`config.mk`:
```
export PLATFORM = sky130hd
export DESIGN_NAME = i2c_bus_arbiter
export DESIGN_NICKNAME = d
export VERILOG_FILES = /design/src/rtl/deca_i2c_pkg.sv /design/src/rtl/rr_arbiter.sv /design/src/rtl/i2c_bus_arbiter.sv
export SDC_FILE = /design/constraint.sdc
export NUM_CORES = 1
export LEC_CHECK = 0
export CORE_ASPECT_RATIO = 1.5
export CORE_MARGIN = 4
export CORE_UTILIZATION = 54
export CTS_CLUSTER_SIZE = 25
export DETAILED_ROUTE_END_ITERATION = 10
export PLACE_DENSITY = 0.82
export SLEW_MARGIN = 20
export SYNTH_ARGS = -nofsm -noshare
export SYNTH_HDL_FRONTEND = slang
export SYNTH_HIERARCHICAL = 1
export SYNTH_SLANG_ARGS = --single-unit
```
`constraint.sdc`:
```
create_clock -name i_clk -period 4.45 [get_ports i_clk]
set_input_delay 0.445 -clock i_clk [delete_from_list [all_inputs] [get_ports i_clk]]
set_output_delay 0.445 -clock i_clk [all_outputs]
set_load 0.01 [all_outputs]
```
`src/rtl/deca_i2c_pkg.sv`:
```
// rtl/deca_i2c_pkg.sv - shared constants and FSM state type for the DecaSoc I2C bus arbiter
package deca_i2c_pkg;

  localparam int DECA_I2C_NBUS = 5;

  localparam int I2C0  = 0;
  localparam int CAP   = 1;
  localparam int LIGHT = 2;
  localparam int RHT   = 3;
  localparam int PMON  = 4;

  typedef enum logic [1:0] {
    ST_ARB   = 2'd0,
    ST_OWN   = 2'd1,
    ST_DRAIN = 2'd2
  } arb_state_t;

endpackage

```
`src/rtl/rr_arbiter.sv`:
```
// rtl/rr_arbiter.sv - combinational round-robin pick: first set request after ptr, wrapping modulo N
module rr_arbiter #(
  parameter int N     = 5,
  parameter int SEL_W = 3
) (
  input  logic [N-1:0]     req,
  input  logic [SEL_W-1:0] ptr,
  output logic [SEL_W-1:0] pick,
  output logic             valid
);

  logic [SEL_W-1:0] idx;

  always_comb begin
    pick  = '0;
    valid = 1'b0;
    idx   = ptr;
    for (int i = 0; i < N; i++) begin
      // wrap at N-1 so indices >= N are never visited
      idx = (idx >= SEL_W'(N - 1)) ? '0 : idx + 1'b1;
      if (!valid && req[idx]) begin
        valid = 1'b1;
        pick  = idx;
      end
    end
  end

endmodule

```
`src/rtl/i2c_bus_arbiter.sv`:
```
// rtl/i2c_bus_arbiter.sv - shares one I2C master core between N_BUS buses with rr grant,
// watchdog release of hung owners and a bus-idle guard before re-arbitration
module i2c_bus_arbiter
  import deca_i2c_pkg::*;
#(
  parameter int N_BUS   = DECA_I2C_NBUS,
  parameter int SEL_W   = 3,
  parameter int TIMEOUT = 50000,
  parameter int GUARD   = 64
) (
  input  logic             i_clk,
  input  logic             i_rst,
  input  logic [N_BUS-1:0] i_req,
  output logic [N_BUS-1:0] o_gnt,
  output logic [SEL_W-1:0] o_sel,
  output logic             o_busy,
  output logic             o_timeout,
  input  logic             i_m_scl_o,
  input  logic             i_m_scl_oe,
  input  logic             i_m_sda_o,
  input  logic             i_m_sda_oe,
  output logic             o_m_scl_i,
  output logic             o_m_sda_i,
  output logic [N_BUS-1:0] o_scl_o,
  output logic [N_BUS-1:0] o_scl_oe,
  output logic [N_BUS-1:0] o_sda_o,
  output logic [N_BUS-1:0] o_sda_oe,
  input  logic [N_BUS-1:0] i_scl_i,
  input  logic [N_BUS-1:0] i_sda_i
);

  localparam int CNT_W = $clog2((TIMEOUT > GUARD) ? TIMEOUT : GUARD);

  arb_state_t       state, state_nx;
  logic [CNT_W-1:0] cnt, cnt_nx;
  logic [SEL_W-1:0] ptr, pick;
  logic             pick_vld;
  logic             scl_oe_q;
  logic             wd_fire;
  logic             bus_idle;
  logic [N_BUS-1:0] blocked;

  rr_arbiter #(.N(N_BUS), .SEL_W(SEL_W)) u_rr (
    .req   (i_req & ~blocked),
    .ptr   (ptr),
    .pick  (pick),
    .valid (pick_vld)
  );

  always_ff @(posedge i_clk or posedge i_rst) begin
    if (i_rst) state <= ST_ARB;
    else       state <= state_nx;
  end

  // cnt is the watchdog while owning and the idle guard while draining
  always_comb begin
    state_nx = state;
    cnt_nx   = cnt;
    wd_fire  = 1'b0;
    bus_idle = i_scl_i[o_sel] & i_sda_i[o_sel];
    case (state)
      ST_ARB: begin
        cnt_nx = '0;
        if (pick_vld) state_nx = ST_OWN;
      end
      ST_OWN: begin
        cnt_nx = (i_m_scl_oe != scl_oe_q) ? '0 : cnt + 1'b1;
        if (i_m_scl_oe == scl_oe_q && cnt == CNT_W'(TIMEOUT - 1)) begin
          wd_fire  = 1'b1;
          state_nx = ST_DRAIN;
          cnt_nx   = '0;
        end else if (!i_req[o_sel]) begin
          state_nx = ST_DRAIN;
          cnt_nx   = '0;
        end
      end
      ST_DRAIN: begin
        if (!bus_idle) begin
          cnt_nx = '0;
        end else if (cnt == CNT_W'(GUARD - 1)) begin
          state_nx = ST_ARB;
          cnt_nx   = '0;
        end else begin
          cnt_nx = cnt + 1'b1;
        end
      end
      default: state_nx = ST_ARB;
    endcase
  end

  always_ff @(posedge i_clk or posedge i_rst) begin
    if (i_rst) begin
      cnt       <= '0;
      ptr       <= SEL_W'(N_BUS - 1);
      o_gnt     <= '0;
      o_sel     <= '0;
      o_busy    <= 1'b0;
      o_timeout <= 1'b0;
      scl_oe_q  <= 1'b0;
      blocked   <= '0;
    end else begin
      cnt       <= cnt_nx;
      o_timeout <= wd_fire;
      scl_oe_q  <= i_m_scl_oe;
      // a revoked owner stays ineligible until it lets go of its request
      blocked   <= (blocked & i_req) | (wd_fire ? o_gnt : '0);
      if (state == ST_ARB && pick_vld) begin
        o_gnt  <= N_BUS'(1) << pick;
        o_sel  <= pick;
        o_busy <= 1'b1;
        ptr    <= pick;
      end else if (state == ST_OWN && state_nx == ST_DRAIN) begin
        o_gnt  <= '0;
        o_busy <= 1'b0;
      end
    end
  end

  always_comb begin
    o_scl_o   = '0;
    o_scl_oe  = '0;
    o_sda_o   = '0;
    o_sda_oe  = '0;
    o_m_scl_i = 1'b1;
    o_m_sda_i = 1'b1;
    if (state == ST_OWN) begin
      o_scl_o[o_sel]  = i_m_scl_o;
      o_scl_oe[o_sel] = i_m_scl_oe;
      o_sda_o[o_sel]  = i_m_sda_o;
      o_sda_oe[o_sel] = i_m_sda_oe;
      o_m_scl_i       = i_scl_i[o_sel];
      o_m_sda_i       = i_sda_i[o_sel];
    end
  end

endmodule
```
==> impl_metrics.toml <==
[outcome]
outcome = "finished clean"

[die]
die_x_um = 68.7
core_area_mm2 = 0.00525
die_h_um = 99.1
dieArea_mm2 = 0.00681
rows = 32
initial_core_util_pct = 57.0
io_pins = 53

[worst_setup_path]
critPathArrivalTime_ps = 4260
cpMostUsedCell = "nor2_1"
worstPathMaxFanout = 10
path_cells = "inv_2 -> ha_1 -> inv_1 -> nor2_1 -> ha_1 -> buf_4 -> nor2_1 -> nor2_1 -> inv_1 -> ha_1 -> a21boi_0 -> o211ai_1 -> a22oi_1 -> o21ai_1 -> mux2_2 -> o21ai_1 -> nor2_1 -> a32o_1"
startpoint_type = "flip-flop"
slowest_stage = "dfrtp_1"
timing.rr.start = "o_sel[0]"
crit_type = "reg2reg"
endpoint_kind = "flip-flop"
startpoint = "o_sel[0]"
critPathRequiredTime_ps = 4630
max_stage_delay_ps = 470

[synthesis]
synth_area_leaders = "dfrtp_1, nor2_1, nand2_1, ha_1, nand3_1"
syn_inst = 362
synth_top_cell_area_share_pct = 28.5
syn_area_mm2 = 0.00299
syn_nets = 393
async_flop_share_pct = 100
ys_types = 78
ys_warn_count = 6
synth_top_cell_by_area = "dfrtp_1"
synth_ff_type = "dfrtp_1"
ys_ff_latch = 35
syn_area_per_cell_um2 = 8.25
seq_area_frac_synth_pct = 29.4
synth_edf_count = 0

[sta]
tightest_slew_ps = 750
finClkSkew_ps = 5.57
drv_slew = 0
setup_slack_ps = 370
fin_crit_sh_pct = 91.7
maxSlewHeadroom_pct = 49.6
hold_viol = 0
finalCriticalPeriod_ps = 4080
clock.fmax_mhz = 245
finalSetupViolations = 0
rsz0062_at_grt = "false"
tns_ps = 0

[detailed_routing]
vias = 3010
ant_nets = 0
drc = 0
drt_iter0_drc = 265
dr.pass1.iters = 5
wire_per_inst_um = 17.7
via_per_inst = 6.28
drt_wl_total_um = 8490

[cts]
clock_sinks = 35
cts-hold-fix-buffers = 0
root_buffer = "clkbuf_8"
cts_tree = "done"
cts_buffers = 5
cts_max_path_buffers = 2
clk_latency_ps = 290
post_cts_buffers = 0
h-tree-depth = 2
cts.clk_slew.worst_paths_ps = 70
cts_resized = 0

[grt]
grt_start_max_net_pins = 36
grt_overflow = 0
antenna_found_initial = 0
grtUsageTotal_pct = 26.1
grt_pass1_wl_um = 14000
first_global_vias = 2945

[power]
peakVddDrop_mv = 0.447
p_leak_uw = 0.00141
powerDensity_mw_per_mm2 = 924

[cells_and_area]
diodes = 0
register_area_um2 = 877
drive_gt1_share_pct = 10.2
fin_nets = 441
multi_input_area_mm2 = 0.00193
fillCellCount = 433
area_delta_synth_final_pct = 21.9

[placement]
place_ws_ps = 412
gp_congestion = 0.922
dp_hpwl_um = 6400
io_buffers = 52

[flow_run]
drv_cap = 0

[hold_path]
hold_class = "reg2reg"
min_from = "blocked[1]"
layer usage:
layer	track usage (%)	routed length [um]	share of wire, %
met5	0	0	0
met4	11.0	284	3.3
met3	4.07	393	4.6
met2	46.9	4600	54
met1	29.4	3200	38
path summary, 6_finish.rpt:
check                        endpoint  slack [ps]  cells past startpoint
setup / recovery             o_gnt[4]         370                     18
hold / removal             blocked[1]         520                      1
setup reg to reg             o_gnt[4]         370                     18
hold reg to reg            blocked[1]         520                      1
max in group asynchronous      ptr[2]        3570                      3
min in group asynchronous      cnt[1]         540                      3
cells in the mapped netlist, types with 4 or more instances:
cell type	number
a32o_1	5
nand2b_1	6
xor2_1	4
clkbuf_1	7
nor2_1	47
a31oi_1	6
a21oi_1	9
and4_1	4
nand2_1	34
nand3_1	14
inv_1	18
mux2_2	4
or3_1	4
a22o_1	7
nand4_1	10
ha_1	10
o21ai_0	11
o21ai_1	5
nor3_1	9
buf_2	4
o211ai_1	5
o22ai_1	6
nand3b_1	4
nor2b_1	8
dfrtp_1	34
flip-flops by register name (all words and copies together) (netlist names):
register,cells
o_gnt,5
o_timeout,1
state,2
cnt,16
o_busy,1
ptr,1
scl_oe_q,1
blocked,5
o_sel,3
stage by stage:
stage          util (%)  hold WS (ps)  std cells  instance area, um^2  power [uW]
3_5_place_dp       67.5           501        471                 3540        3070
4_1_cts            69.5           517        479                 3640        3330
6_report           69.5           518        479                 3640        3370
3_3_place_gp       67.5           494        471                 3540        3040
2_1_floorplan         -           476        362                 2990        2430
5_1_grt            69.5           525        479                 3640        3650
cells by family after synthesis:
group           after synthesis  share of synthesized area [%]
flops                        35                           29.4
compound gates               99                           26.4
xor+xnor                      6                           1.76
mux                           8                           3.27
buf+inv                      38                           6.07
fa+ha+maj                    10                           4.19
simple gates                166                           28.9
power by group:
part,leakage (uW),switching (uW),internal (uW)
logic,0.000891,1540,1120
registers,0.000469,71.0,376
clock network,0.0000505,117,141
worst max-delay path, delay by kind of cell, from the launching register on:
kind | cells | cell delay [ps]
simple gates | 4 | 550
buf+inv | 4 | 390
fa+ha+maj | 3 | 800
flops | 1 | 470
mux | 1 | 270
compound gates | 6 | 1470
cell usage in the layout, fill, tap and decap left out, drive strengths merged, types with 3 or more instances in the layout:
cell / instances
and2: 4
nand3b: 4
dfrtp: 34
o211ai: 6
o21bai: 3
nand4: 10
a32oi: 3
clkdlybuf4s50: 52
o22ai: 7
nor3: 10
or3: 4
and4: 4
a22oi: 3
o21a: 3
a31oi: 6
o21ai: 16
a221o: 3
inv: 20
a32o: 5
o31ai: 3
nand2b: 7
or2: 5
xor2: 4
a22o: 7
mux2: 4
buf: 7
mux2i: 3
clkbuf: 7
ha: 10
a211oi: 3
nor2: 48
nand3: 15
nand2: 34
a21oi: 10
nor2b: 9
area by class of cell:
| type | count | area share (%) |
|---|---|---|
| clock inverters | 1 | 0.206 |
| flip-flops and latches | 35 | 24.1 |
| well taps | 68 | 2.34 |
| inverters | 20 | 2.06 |
| multi-input cells | 289 | 53.0 |
| repair buffers | 59 | 15.7 |
| clock buffers | 7 | 2.64 |
Note: power is estimated with default switching activity, not from simulation.
